$ cat src/rtl/pet_action_encoder.sv
// rtl/pet_action_encoder.sv - button front end turning raw pet buttons into action, mode and reset pulses

// Two-flop synchronizer plus counter debounce for one active-low button.
// level_o is the debounced "pressed" level (active-high).
module pet_btn_debounce #(
  parameter int DEBOUNCE_CYCLES = 500000
) (
  input  logic clk,
  input  logic rst,
  input  logic btn_n_i,
  output logic level_o
);

  localparam int CW = (DEBOUNCE_CYCLES > 0) ? $clog2(DEBOUNCE_CYCLES + 1) : 1;
  localparam logic [CW-1:0] CNT_MAX = CW'(DEBOUNCE_CYCLES);

  logic          sync1_q;
  logic          sync2_q;
  logic          level_q;
  logic          level_d;
  logic [CW-1:0] cnt_q;
  logic [CW-1:0] cnt_d;
  logic          pressed_sync;

  // Raw button is stored as-is; inversion to "pressed" happens after the second flop.
  assign pressed_sync = ~sync2_q;

  // Synchronizer chain for the asynchronous button input.
  always_ff @(posedge clk or posedge rst) begin
    if (rst) begin
      sync1_q <= 1'b0;
      sync2_q <= 1'b0;
    end else begin
      sync1_q <= btn_n_i;
      sync2_q <= sync1_q;
    end
  end

  // Count consecutive disagreement; any agreement restarts the count.
  always_comb begin
    level_d = level_q;
    cnt_d   = '0;
    if (pressed_sync != level_q) begin
      if (cnt_q == CNT_MAX) begin
        level_d = pressed_sync;
      end else begin
        cnt_d = cnt_q + CW'(1);
      end
    end
  end

  // Debounce state registers.
  always_ff @(posedge clk or posedge rst) begin
    if (rst) begin
      level_q <= 1'b0;
      cnt_q   <= '0;
    end else begin
      level_q <= level_d;
      cnt_q   <= cnt_d;
    end
  end

  assign level_o = level_q;

endmodule

// Press/hold/release FSM for one button. fire_o is the combinational
// "emit now" strobe; the top registers it into the visible pulse.
module pet_hold_fsm #(
  parameter int HOLD_TICKS = 15
) (
  input  logic clk,
  input  logic rst,
  input  logic level_i,
  input  logic tick_i,
  input  logic fast_i,
  output logic fire_o
);

  // Out-of-range hold lengths are clamped into the 5-bit counter range.
  localparam int HOLD_LIM = (HOLD_TICKS < 1) ? 1 : ((HOLD_TICKS > 31) ? 31 : HOLD_TICKS);
  localparam logic [4:0] HOLD_CMP = 5'(HOLD_LIM);

  typedef enum logic [1:0] {
    ST_IDLE = 2'd0,
    ST_HOLD = 2'd1,
    ST_WAIT = 2'd2
  } state_t;

  state_t     state_q;
  state_t     state_d;
  logic [4:0] cnt_q;
  logic [4:0] cnt_d;
  logic [4:0] cnt_inc;
  logic       prev_q;
  logic       press;
  logic       fire_d;

  assign press   = level_i & ~prev_q;
  assign cnt_inc = (cnt_q == 5'd31) ? cnt_q : (cnt_q + 5'd1);

  // Next state, hold count and emit strobe.
  always_comb begin
    state_d = state_q;
    cnt_d   = cnt_q;
    fire_d  = 1'b0;
    case (state_q)
      ST_IDLE: begin
        if (press) begin
          cnt_d = 5'd0;
          if (fast_i) begin
            fire_d  = 1'b1;
            state_d = ST_WAIT;
          end else begin
            state_d = ST_HOLD;
          end
        end
      end
      ST_HOLD: begin
        if (!level_i) begin
          cnt_d   = 5'd0;
          state_d = ST_IDLE;
        end else if (tick_i) begin
          cnt_d = cnt_inc;
          if (cnt_inc == HOLD_CMP) begin
            fire_d  = 1'b1;
            state_d = ST_WAIT;
          end
        end
      end
      ST_WAIT: begin
        if (!level_i) begin
          state_d = ST_IDLE;
        end
      end
      default: begin
        state_d = ST_IDLE;
      end
    endcase
  end

  // State, hold counter and edge-detect history.
  always_ff @(posedge clk or posedge rst) begin
    if (rst) begin
      state_q <= ST_IDLE;
      cnt_q   <= 5'd0;
      prev_q  <= 1'b0;
    end else begin
      state_q <= state_d;
      cnt_q   <= cnt_d;
      prev_q  <= level_i;
    end
  end

  assign fire_o = fire_d;

endmodule

// Top: six debounced buttons, shared tick, four action channels,
// test-mode toggle and the reset-request channel.
module pet_action_encoder #(
  parameter int DEBOUNCE_CYCLES = 500000,
  parameter int TICK_CYCLES     = 12500000,
  parameter int HOLD_TICKS      = 15,
  parameter int RST_TICKS       = 5
) (
  input  logic clk,
  input  logic reseteo,
  input  logic btn_carino,
  input  logic btn_comida,
  input  logic btn_medicina,
  input  logic btn_dormir,
  input  logic btn_test,
  input  logic btn_reset,
  output logic Carino,
  output logic Comida,
  output logic Medicina,
  output logic Dormir,
  output logic modo_test,
  output logic rst_req,
  output logic tick
);

  localparam int TW = (TICK_CYCLES > 1) ? $clog2(TICK_CYCLES) : 1;
  localparam logic [TW-1:0] TICK_MAX = (TICK_CYCLES > 1) ? TW'(TICK_CYCLES - 1) : '0;

  logic [5:0]    btn_n;
  logic [5:0]    level;
  logic [TW-1:0] tick_cnt_q;
  logic [TW-1:0] tick_cnt_d;
  logic          tick_now;
  logic [3:0]    act_fire;
  logic [3:0]    act_q;
  logic          rst_fire;
  logic          rst_req_q;
  logic          test_prev_q;
  logic          test_press;
  logic          modo_q;
  logic          modo_d;

  // Channel order: 0 carino, 1 comida, 2 medicina, 3 dormir, 4 test, 5 reset.
  assign btn_n = {btn_reset, btn_test, btn_dormir, btn_medicina, btn_comida, btn_carino};

  genvar gi;
  for (gi = 0; gi < 6; gi++) begin : g_deb
    pet_btn_debounce #(
      .DEBOUNCE_CYCLES(DEBOUNCE_CYCLES)
    ) u_deb (
      .clk    (clk),
      .rst    (reseteo),
      .btn_n_i(btn_n[gi]),
      .level_o(level[gi])
    );
  end

  // Free-running tick divider; tick is forced low while reset is held.
  always_comb begin
    tick_cnt_d = (tick_cnt_q == TICK_MAX) ? '0 : (tick_cnt_q + TW'(1));
  end

  // Tick counter register.
  always_ff @(posedge clk or posedge reseteo) begin
    if (reseteo) begin
      tick_cnt_q <= '0;
    end else begin
      tick_cnt_q <= tick_cnt_d;
    end
  end

  assign tick_now = (tick_cnt_q == TICK_MAX) & ~reseteo;

  for (gi = 0; gi < 4; gi++) begin : g_act
    pet_hold_fsm #(
      .HOLD_TICKS(HOLD_TICKS)
    ) u_fsm (
      .clk    (clk),
      .rst    (reseteo),
      .level_i(level[gi]),
      .tick_i (tick_now),
      .fast_i (modo_q),
      .fire_o (act_fire[gi])
    );
  end

  // Reset-request channel never takes the test-mode shortcut.
  pet_hold_fsm #(
    .HOLD_TICKS(RST_TICKS)
  ) u_rst_fsm (
    .clk    (clk),
    .rst    (reseteo),
    .level_i(level[5]),
    .tick_i (tick_now),
    .fast_i (1'b0),
    .fire_o (rst_fire)
  );

  assign test_press = level[4] & ~test_prev_q;

  // Test mode toggles per press; a reset request clears it and wins a tie.
  always_comb begin
    modo_d = modo_q;
    if (rst_fire) begin
      modo_d = 1'b0;
    end else if (test_press) begin
      modo_d = ~modo_q;
    end
  end

  // Output pulse registers and test-mode state.
  always_ff @(posedge clk or posedge reseteo) begin
    if (reseteo) begin
      act_q       <= 4'd0;
      rst_req_q   <= 1'b0;
      modo_q      <= 1'b0;
      test_prev_q <= 1'b0;
    end else begin
      act_q       <= act_fire;
      rst_req_q   <= rst_fire;
      modo_q      <= modo_d;
      test_prev_q <= level[4];
    end
  end

  assign Carino    = act_q[0];
  assign Comida    = act_q[1];
  assign Medicina  = act_q[2];
  assign Dormir    = act_q[3];
  assign modo_test = modo_q;
  assign rst_req   = rst_req_q;
  assign tick      = tick_now;

endmodule

$ cat config.mk
export PLATFORM = sky130hd
export DESIGN_NAME = pet_action_encoder
export DESIGN_NICKNAME = d
export VERILOG_FILES = /design/src/rtl/pet_action_encoder.sv
export SDC_FILE = /design/constraint.sdc
export NUM_CORES = 1
export LEC_CHECK = 0
export CORE_MARGIN = 4
export CORE_UTILIZATION = 38
export DETAILED_ROUTE_END_ITERATION = 6
export GPL_ROUTABILITY_DRIVEN = 0
export SYNTH_ARGS = -nofsm -noshare
export SYNTH_HDL_FRONTEND = slang
export SYNTH_HIERARCHICAL = 1
export SYNTH_SLANG_ARGS = --single-unit
$ cat constraint.sdc
create_clock -name clk -period 7.2 [get_ports clk]
set_clock_uncertainty 0.1 [all_clocks]
set_input_delay 1.8 -clock clk [delete_from_list [all_inputs] [get_ports clk]]
set_output_delay 1.8 -clock clk [all_outputs]
set_load 0.05 [all_outputs]
Word-level counts from Yosys, hierarchy flattened
Cells that the tools add are included.

Flip-flop bits (word level): 203. Latch bits: 0. RAM bits: 0. Bits in read-only memories: 0. Input bits: 8. Output and inout bits: 7. Memories kept: 0.

Add/subtract/negate cells: 12. Multiply operators: 0. Divide/modulo/power cells: 0. Order comparisons: 0. Equal/unequal tests: 53. Shift-type cells: 0. Multiplexer cells: 96. Bitwise gates (word level): 21. Reductions and logical operators: 27.

Operator list (count): 2-to-1 mux 19 bit (12); adder 19 x 1 -> 19 bit (second input constant) (6); equality test 19 bit (second input constant) (6); 2-to-1 mux 5 bit (20); 2-to-1 mux 2 bit (26); one-hot mux 5 bit (2 select lines) (5); one-hot mux 2 bit (3 select lines) (5); adder 5 x 1 -> 5 bit (second input constant) (5); equality test 5 bit (second input constant) (5); adder 24 x 1 -> 24 bit (second input constant) (1); equality test 24 bit (second input constant) (1); 2-to-1 mux 24 bit (1); 2-to-1 mux 1 bit (23); equality test 5 x 4 -> 1 bit (second input constant) (4); AND reduction 4 bit (5); inequality test 3 x 2 -> 1 bit (second input constant) (5); inequality test 3 bit (second input constant) (5); AND reduction 3 bit (5); inverter 1 bit (14); AND reduction 2 bit (6); nonzero test 2 bit (6); equality test 2 x 1 -> 1 bit (second input constant) (5); equality test 2 bit (second input constant) (5); logical NOT 2 bit (5); other kinds (6) (28).

Longest topological paths before layout
Gate-level depths: netlist of run 1.

Word-level depth: 8. Gate-level depth with buffers: 9. Mapped depth without buffers: 9.

Cells and area by module
Netlist of run 1, hierarchy kept.

By module, submodules not included: pet_btn_debounce (instances 6, cells an instance 110, area an instance 1124.8 µm², seq. area each 550.5 µm²); pet_hold_fsm at g_act[0].u_fsm ... (instances 4, cells an instance 54, area an instance 495.5 µm², seq. area each 200.2 µm²); pet_action_encoder (instances 1, cells an instance 133, area an instance 1430.1 µm², seq. area each 775.7 µm²); pet_hold_fsm at u_rst_fsm (instances 1, cells an instance 48, area an instance 518.0 µm², seq. area each 200.2 µm²).

Worst setup path before layout of run 1
Ideal clock, no wire load.

Path kind: input to output. Start: input reseteo. End: output tick. Arrival: 3.552 ns. Required time: 5.300 ns. Slack: 1.748 ns. Stages: 1. Path through: nor3_1.

Cells in the longest elaborated chain, start to end: 2.

Ends and longest elaborated chain: start: declaration (line 168) `input logic reseteo,`; inverter 1 bit (line 230) `assign tick_now = (tick_cnt_q == TICK_MAX) & ~reseteo;`; bitwise AND 1 bit (line 230); end: declaration (line 181) `output logic tick`.

No other way between the ends.

Final worst setup path of run 1
Ends and elaborated chain as after synthesis.

==> out/metrics.yaml, run 1 <==
status: "complete, no violations"
pre_cts_slack_ns: 1.81
grt_max_degree: 29
critPathKind: "input pin to output port"
netlist_area_sq_um: 10700
firstDrtPassIters: 5
worstMarginPinSlew_ns: 0.862
hpwl_mm: 13.5
pwr-share-seq: 0.501
htree_num_levels: 1
seqCellArea_sq_um: 5080
critical-path-slowest-cell: "clkdlybuf4s50_1"
layout-drive-gt1-share: 0.0988
worst-path-max-fanout: 13
multi_input_area_sq_um: 5220
clkPwrFrac: 0.469
hold_slack_ns: 0.246
syn_to_final_growth_pct: 11.4
numCtsBuffers: 23
rsz0062_at_grt: "false"
post_cts_buffers: 0
timing.final.crit_share: 0.746
setup_tns_ns: 0
initial_core_util: 0.384
cp_data_required_time_ns: 5.30
switching_share: 0.213
wl_mm: 19.9
io_pins: 15
hold_path_class: "flip-flop to flip-flop"
synth_top_area_frac: 0.476
dieHeight_um: 176
setup.worst_path.start_class: "input pin"
ctsHoldBuffers: 0
num_vias: 7651
clock.fmax_mhz: 186
clkSinkCount: 203
postSynth.topFlopCell: "dfrtp_1"
p_int_uw: 1830
fp-row-count: 61
clk_pin_slew_ns: 0.06
grt_pass1_wl_mm: 35.2
clk_latency_ns: 0.50
slew_violations: 0
diodes: 0
yosysUniqueCellTypes: 66
ys_top_cells_by_count: "dfrtp_1, nor2_1, xnor2_1"
hold_violations: 0
yosysWarnings: 6
drt-initial-drc-count: 440
synth_top_area_cell: "dfrtp_1"
worst_path_largest_cell_delay_ns: 0.83
yosysSeqAreaShare: 0.476
drc_errors: 0
power_switching_uw: 495
cts_resized: 0
setup_viol: 0
synth.area.top_cells: "dfrtp_1, xnor2_1, nor2_1"
vdd_drop_max_uv: 137
die_x_um: 176
cp_common_cell: "clkdlybuf4s50_1"
antenna_found_initial: 0
grt_usage: 0.130
fillCellCount: 2692
ys_ff_latch: 203
grt-ovfl-total: 0
via_per_inst: 5.20
relSlewSlack: 0.425
cts_tree: "yes"
p_leak_uw: 0.00487
port_buffers: 14
cts_buffer_depth: 3
yosys.cell_count.top_type: "dfrtp_1"
synthArstFlopShare: 1.00
synthCells: 1057
core_region_area_sq_um: 27800
final_net_count: 1108
powerDensity_nw_per_um2: 196
drv_cap: 0
dieArea_sq_um: 30800
clock-root-buffer: "clkbuf_16"
path_cells: "clkdlybuf4s50_1 > buf_4 > nor3_2 > clkdlybuf4s50_1"
critPathTopFamily: "buffers and inverters"
power_frac_comb: 0.030
postSynthAreaPerCell_sq_um: 10.1
worst_slack_ns: 1.83
endpoint_kind: "output port"
drt.antenna.violating_nets: 0
wl_per_cell_um: 13.5
synth_edf_count: 0
grt_pass1_vias: 7392
period_minus_slack_ns: 5.37
worst-path-buf-inv: 3
cp.arrival_ns: 3.47
## final cells by class
type,count,share of cell area
clock buffer,33,0.0549
clock inverter,4,0.00379
tap,378,0.0398
multi-input combinational,768,0.439
inverter,68,0.0215
sequential,203,0.427
timing repair buffer,17,0.0137
## final timing paths
path / endpoint / slack (ns) / startpoint / cells after the start
setup reg to reg: modo_test / 4.77 / tick_cnt_q[0] / 10
setup / recovery: tick / 1.83 / reseteo / 4
hold reg to reg: g_deb[5].u_deb/sync2_q / 0.25 / g_deb[5].u_deb/sync1_q / 0
max in group asynchronous: g_deb[2].u_deb/cnt_q[15] / 4.54 / reseteo / 3
hold / removal: g_deb[5].u_deb/sync2_q / 0.25 / g_deb[5].u_deb/sync1_q / 0
min in group asynchronous: act_q[1] / 1.63 / reseteo / 3
## layer usage
layer / global-route usage / vias up / wire length [um]
li1: - / 3822 / -
met4: 0.0331 / 0 / 342
met2: 0.210 / 79 / 9030
met3: 0.0181 / 22 / 583
met5: 0 / - / 0
met1: 0.187 / 3728 / 9930
## metrics by stage
step,cells,area [sq um],utilization,power [uW]
floorplan,1059,10700,-,1240
global placement,1434,11200,0.403,1260
detailed placement,1434,11200,0.403,1260
CTS,1471,11900,0.428,2370
global route,1471,11900,0.428,2430
finish,1471,11900,0.428,2330
## cells by family (layout without fill, tap and decap cells)
kind of cell / count (synthesis) / in the layout / share of synthesized area
buf+inv: 88 / 122 / 0.0364
other cells: 1 / 3 / 0.000351
fa+ha+maj: 19 / 19 / 0.0223
xor+xnor: 112 / 112 / 0.0919
simple gates: 482 / 482 / 0.258
mux: 22 / 22 / 0.0207
compound gates: 130 / 130 / 0.0943
flops: 203 / 203 / 0.476
## cell usage in the layout, fill, tap and decap left out, drive strengths merged, types with 4 or more instances in the layout
master / instances
o211a: 4
nand2b: 5
o2111ai: 4
mux2i: 21
xor2: 37
nand3: 58
or3: 7
nor4b: 17
and3b: 6
and4bb: 6
a21o: 8
o22ai: 8
a41oi: 5
o31ai: 7
clkdlybuf4s50: 14
o21ai: 30
o32ai: 5
inv: 68
nand2: 65
nor4: 26
a21oi: 38
o21a: 4
and3: 26
nand4: 58
o221a: 4
dfrtp: 203
clkbuf: 33
nor3: 28
xnor2: 75
nor2b: 11
nor2: 139
and4: 16
ha: 19
a2111oi: 5
or4: 9
and2: 4
## power groups by stage
stage / Combinational [uW] / Clock (uW) / Sequential [uW]
2_1_floorplan: 54.2 / 0 / 1180
3_3_place_gp: 73.1 / 0 / 1190
3_5_place_dp: 73.1 / 0 / 1190
4_1_cts: 74.0 / 1130 / 1170
5_1_grt: 82.7 / 1180 / 1170
6_report: 70.1 / 1090 / 1170
## sequential cells by signal, indices dropped and copies added, names as in the netlist
signal and count:
g_act.u_fsm/state_q 8, rst_req 1, g_act.u_fsm/cnt_q 20, tick_cnt_q 24
u_rst_fsm/cnt_q 5, g_deb.u_deb/level_o 6, g_deb.u_deb/sync1_q 6, act_q 4
g_deb.u_deb/cnt_q 114, u_rst_fsm/state_q 2, g_deb.u_deb/sync2_q 6, modo_test 1
g_act.u_fsm/prev_q 4, u_rst_fsm/prev_q 1, test_prev_q 1
No activity file was read; power rests on OpenSTA's default activity.
==> inputs of run 2 (changes only) <==
==> constraint.sdc (replaced) <==
create_clock -name clk -period 5.15 [get_ports clk]
set_clock_uncertainty 0.1 [all_clocks]
set_input_delay 1.2875 -clock clk [delete_from_list [all_inputs] [get_ports clk]]
set_output_delay 1.2875 -clock clk [all_outputs]
set_load 0.05 [all_outputs]
==> out/metrics.yaml, run 2 (synthesis results as in run 1) <==
status: "complete, no violations"
path_cells: "clkdlybuf4s50_1 > buf_4 > nor3_2 > buf_12"
final_common_cell: "dfrtp_1"
clkSinkCount: 203  # unchanged
wl_mm: 20.1  # +0.85%
endpoint_kind: "output port"
hold_path_class: "flip-flop to flip-flop"
clk_latency_ns: 0.50  # about the same
clock.fmax_mhz: 263
syn_to_final_growth_pct: 12.5
critPathTopFamily: "buffers and inverters"
grt_pass1_wl_mm: 35.6  # +0.90%
p_leak_uw: 0.00493  # +1.1%
grt_usage: 0.132  # +0.00153
cp_data_required_time_ns: 3.76  # -1.54 ns
grt_max_degree: 31  # +6.9%
hpwl_mm: 13.5  # about the same
timing.final.crit_share: 0.737
setup_viol: 0  # unchanged
htree_num_levels: 1  # unchanged
diodes: 0  # unchanged
drt-initial-drc-count: 327  # -26%
antenna_found_initial: 0  # unchanged
grt_pass1_vias: 7506  # +1.5%
port_buffers: 14  # unchanged
relSlewSlack: 0.425  # about the same
via_per_inst: 5.16  # -0.81%
worst-path-buf-inv: 3  # unchanged
core_region_area_sq_um: 27800  # unchanged
drc_errors: 0  # unchanged
cp.arrival_ns: 2.41  # -1.06 ns
final_net_count: 1110  # +0.18%
clock-root-buffer: "clkbuf_16"
post_cts_buffers: 0  # unchanged
num_vias: 7615  # -0.47%
regMostFlops: "g_deb.u_deb/cnt_q"
critical-path-slowest-cell: "clkdlybuf4s50_1"
numCtsBuffers: 24  # +4.3%
ctsHoldBuffers: 0  # unchanged
worstMarginPinSlew_ns: 0.861  # -0.000304 ns
layout_common_cells: "dfrtp_1, nor2_1, xnor2_1, inv_1, nand2_1"
slew_violations: 0  # unchanged
drt.antenna.violating_nets: 0  # unchanged
grt_util_met3: 0.0176  # -0.000430
cts_resized: 0  # unchanged
io_pins: 15  # unchanged
powerDensity_nw_per_um2: 286  # +46%
dieArea_sq_um: 30800  # unchanged
clk_pin_slew_ns: 0.05  # about the same
cts_buffer_depth: 3  # unchanged
fp-row-count: 61  # unchanged
initial_core_util: 0.384  # unchanged
die_x_um: 176  # unchanged
vdd_drop_max_uv: 184  # +34%
top_regs: "g_deb.u_deb/cnt_q x114, tick_cnt_q x24, g_act.u_fsm/cnt_q x20"
period_minus_slack_ns: 3.80
worst-path-max-fanout: 13  # unchanged
drv_cap: 0  # unchanged
hold_violations: 0  # unchanged
setup.worst_path.start_class: "input pin"
grt_use_met1: 0.187  # +0.000519
worst_path_largest_cell_delay_ns: 0.40  # -0.43 ns
dieHeight_um: 176  # unchanged
grt_util_met2: 0.214  # +0.00402
grt-ovfl-total: 0  # unchanged
wl_per_cell_um: 13.6  # +0.51%
rsz0062_at_grt: "false"
layout-drive-gt1-share: 0.104  # +0.00501
gr-max-usage-layer: "met2"
setup_tns_ns: 0  # unchanged
cts_tree: "yes"
power_uw: 3440  # +48%
critPathKind: "input pin to output port"
firstDrtPassIters: 4  # -1
largest_register_ffs: 114  # unchanged
## run 2: path summary, 6_finish.rpt
path,to,slack [ns],cells after the start,startpoint
worst max-delay path,tick,1.35,4,reseteo
worst min-delay path,g_deb[1].u_deb/sync2_q,0.25,0,g_deb[1].u_deb/sync1_q
worst max register to register,g_act[3].u_fsm/state_q[0],2.61,9,tick_cnt_q[0]
worst min register to register,g_deb[1].u_deb/sync2_q,0.25,0,g_deb[1].u_deb/sync1_q
max in group asynchronous,g_deb[4].u_deb/cnt_q[6],3.01,3,reseteo
min in group asynchronous,act_q[2],1.07,3,reseteo
## run 2: stage by stage
stage                     area, sq um  setup WS, ns   util  std cells  hold WS (ns)
after floorplan                 10700         0.723      -       1059         0.231
after global placement          11200          1.35  0.404       1435         0.235
after detailed placement        11200          1.35  0.404       1435         0.236
after CTS                       12000          1.35  0.432       1476         0.250
after global routing            12000          1.33  0.432       1476         0.257
final                           12000          1.35  0.432       1476         0.247
## run 2: power by group
group / internal, uW / switching [uW] / leakage [uW]
Sequential: 1610 / 17.2 / 0.00275
Clock: 1070 / 637 / 0.000391
Combinational: 29.7 / 67.3 / 0.00178
## run 2: area by class of cell
class / count / area (sq um)
clock buffers: 34 / 689
clock inverters: 7 / 113
fillers: 2693 / 15800
inverters: 68 / 255
multi-input cells: 768 / 5220
flip-flops and latches: 203 / 5080
well taps: 378 / 473
repair buffers: 18 / 180
## run 2: metal layers
metal | vias up | wire length [um]
li1 | 3835 | -
met1 | 3665 | 10000
met2 | 90 | 9120
met3 | 25 | 559
met4 | 0 | 340
met5 | - | 0
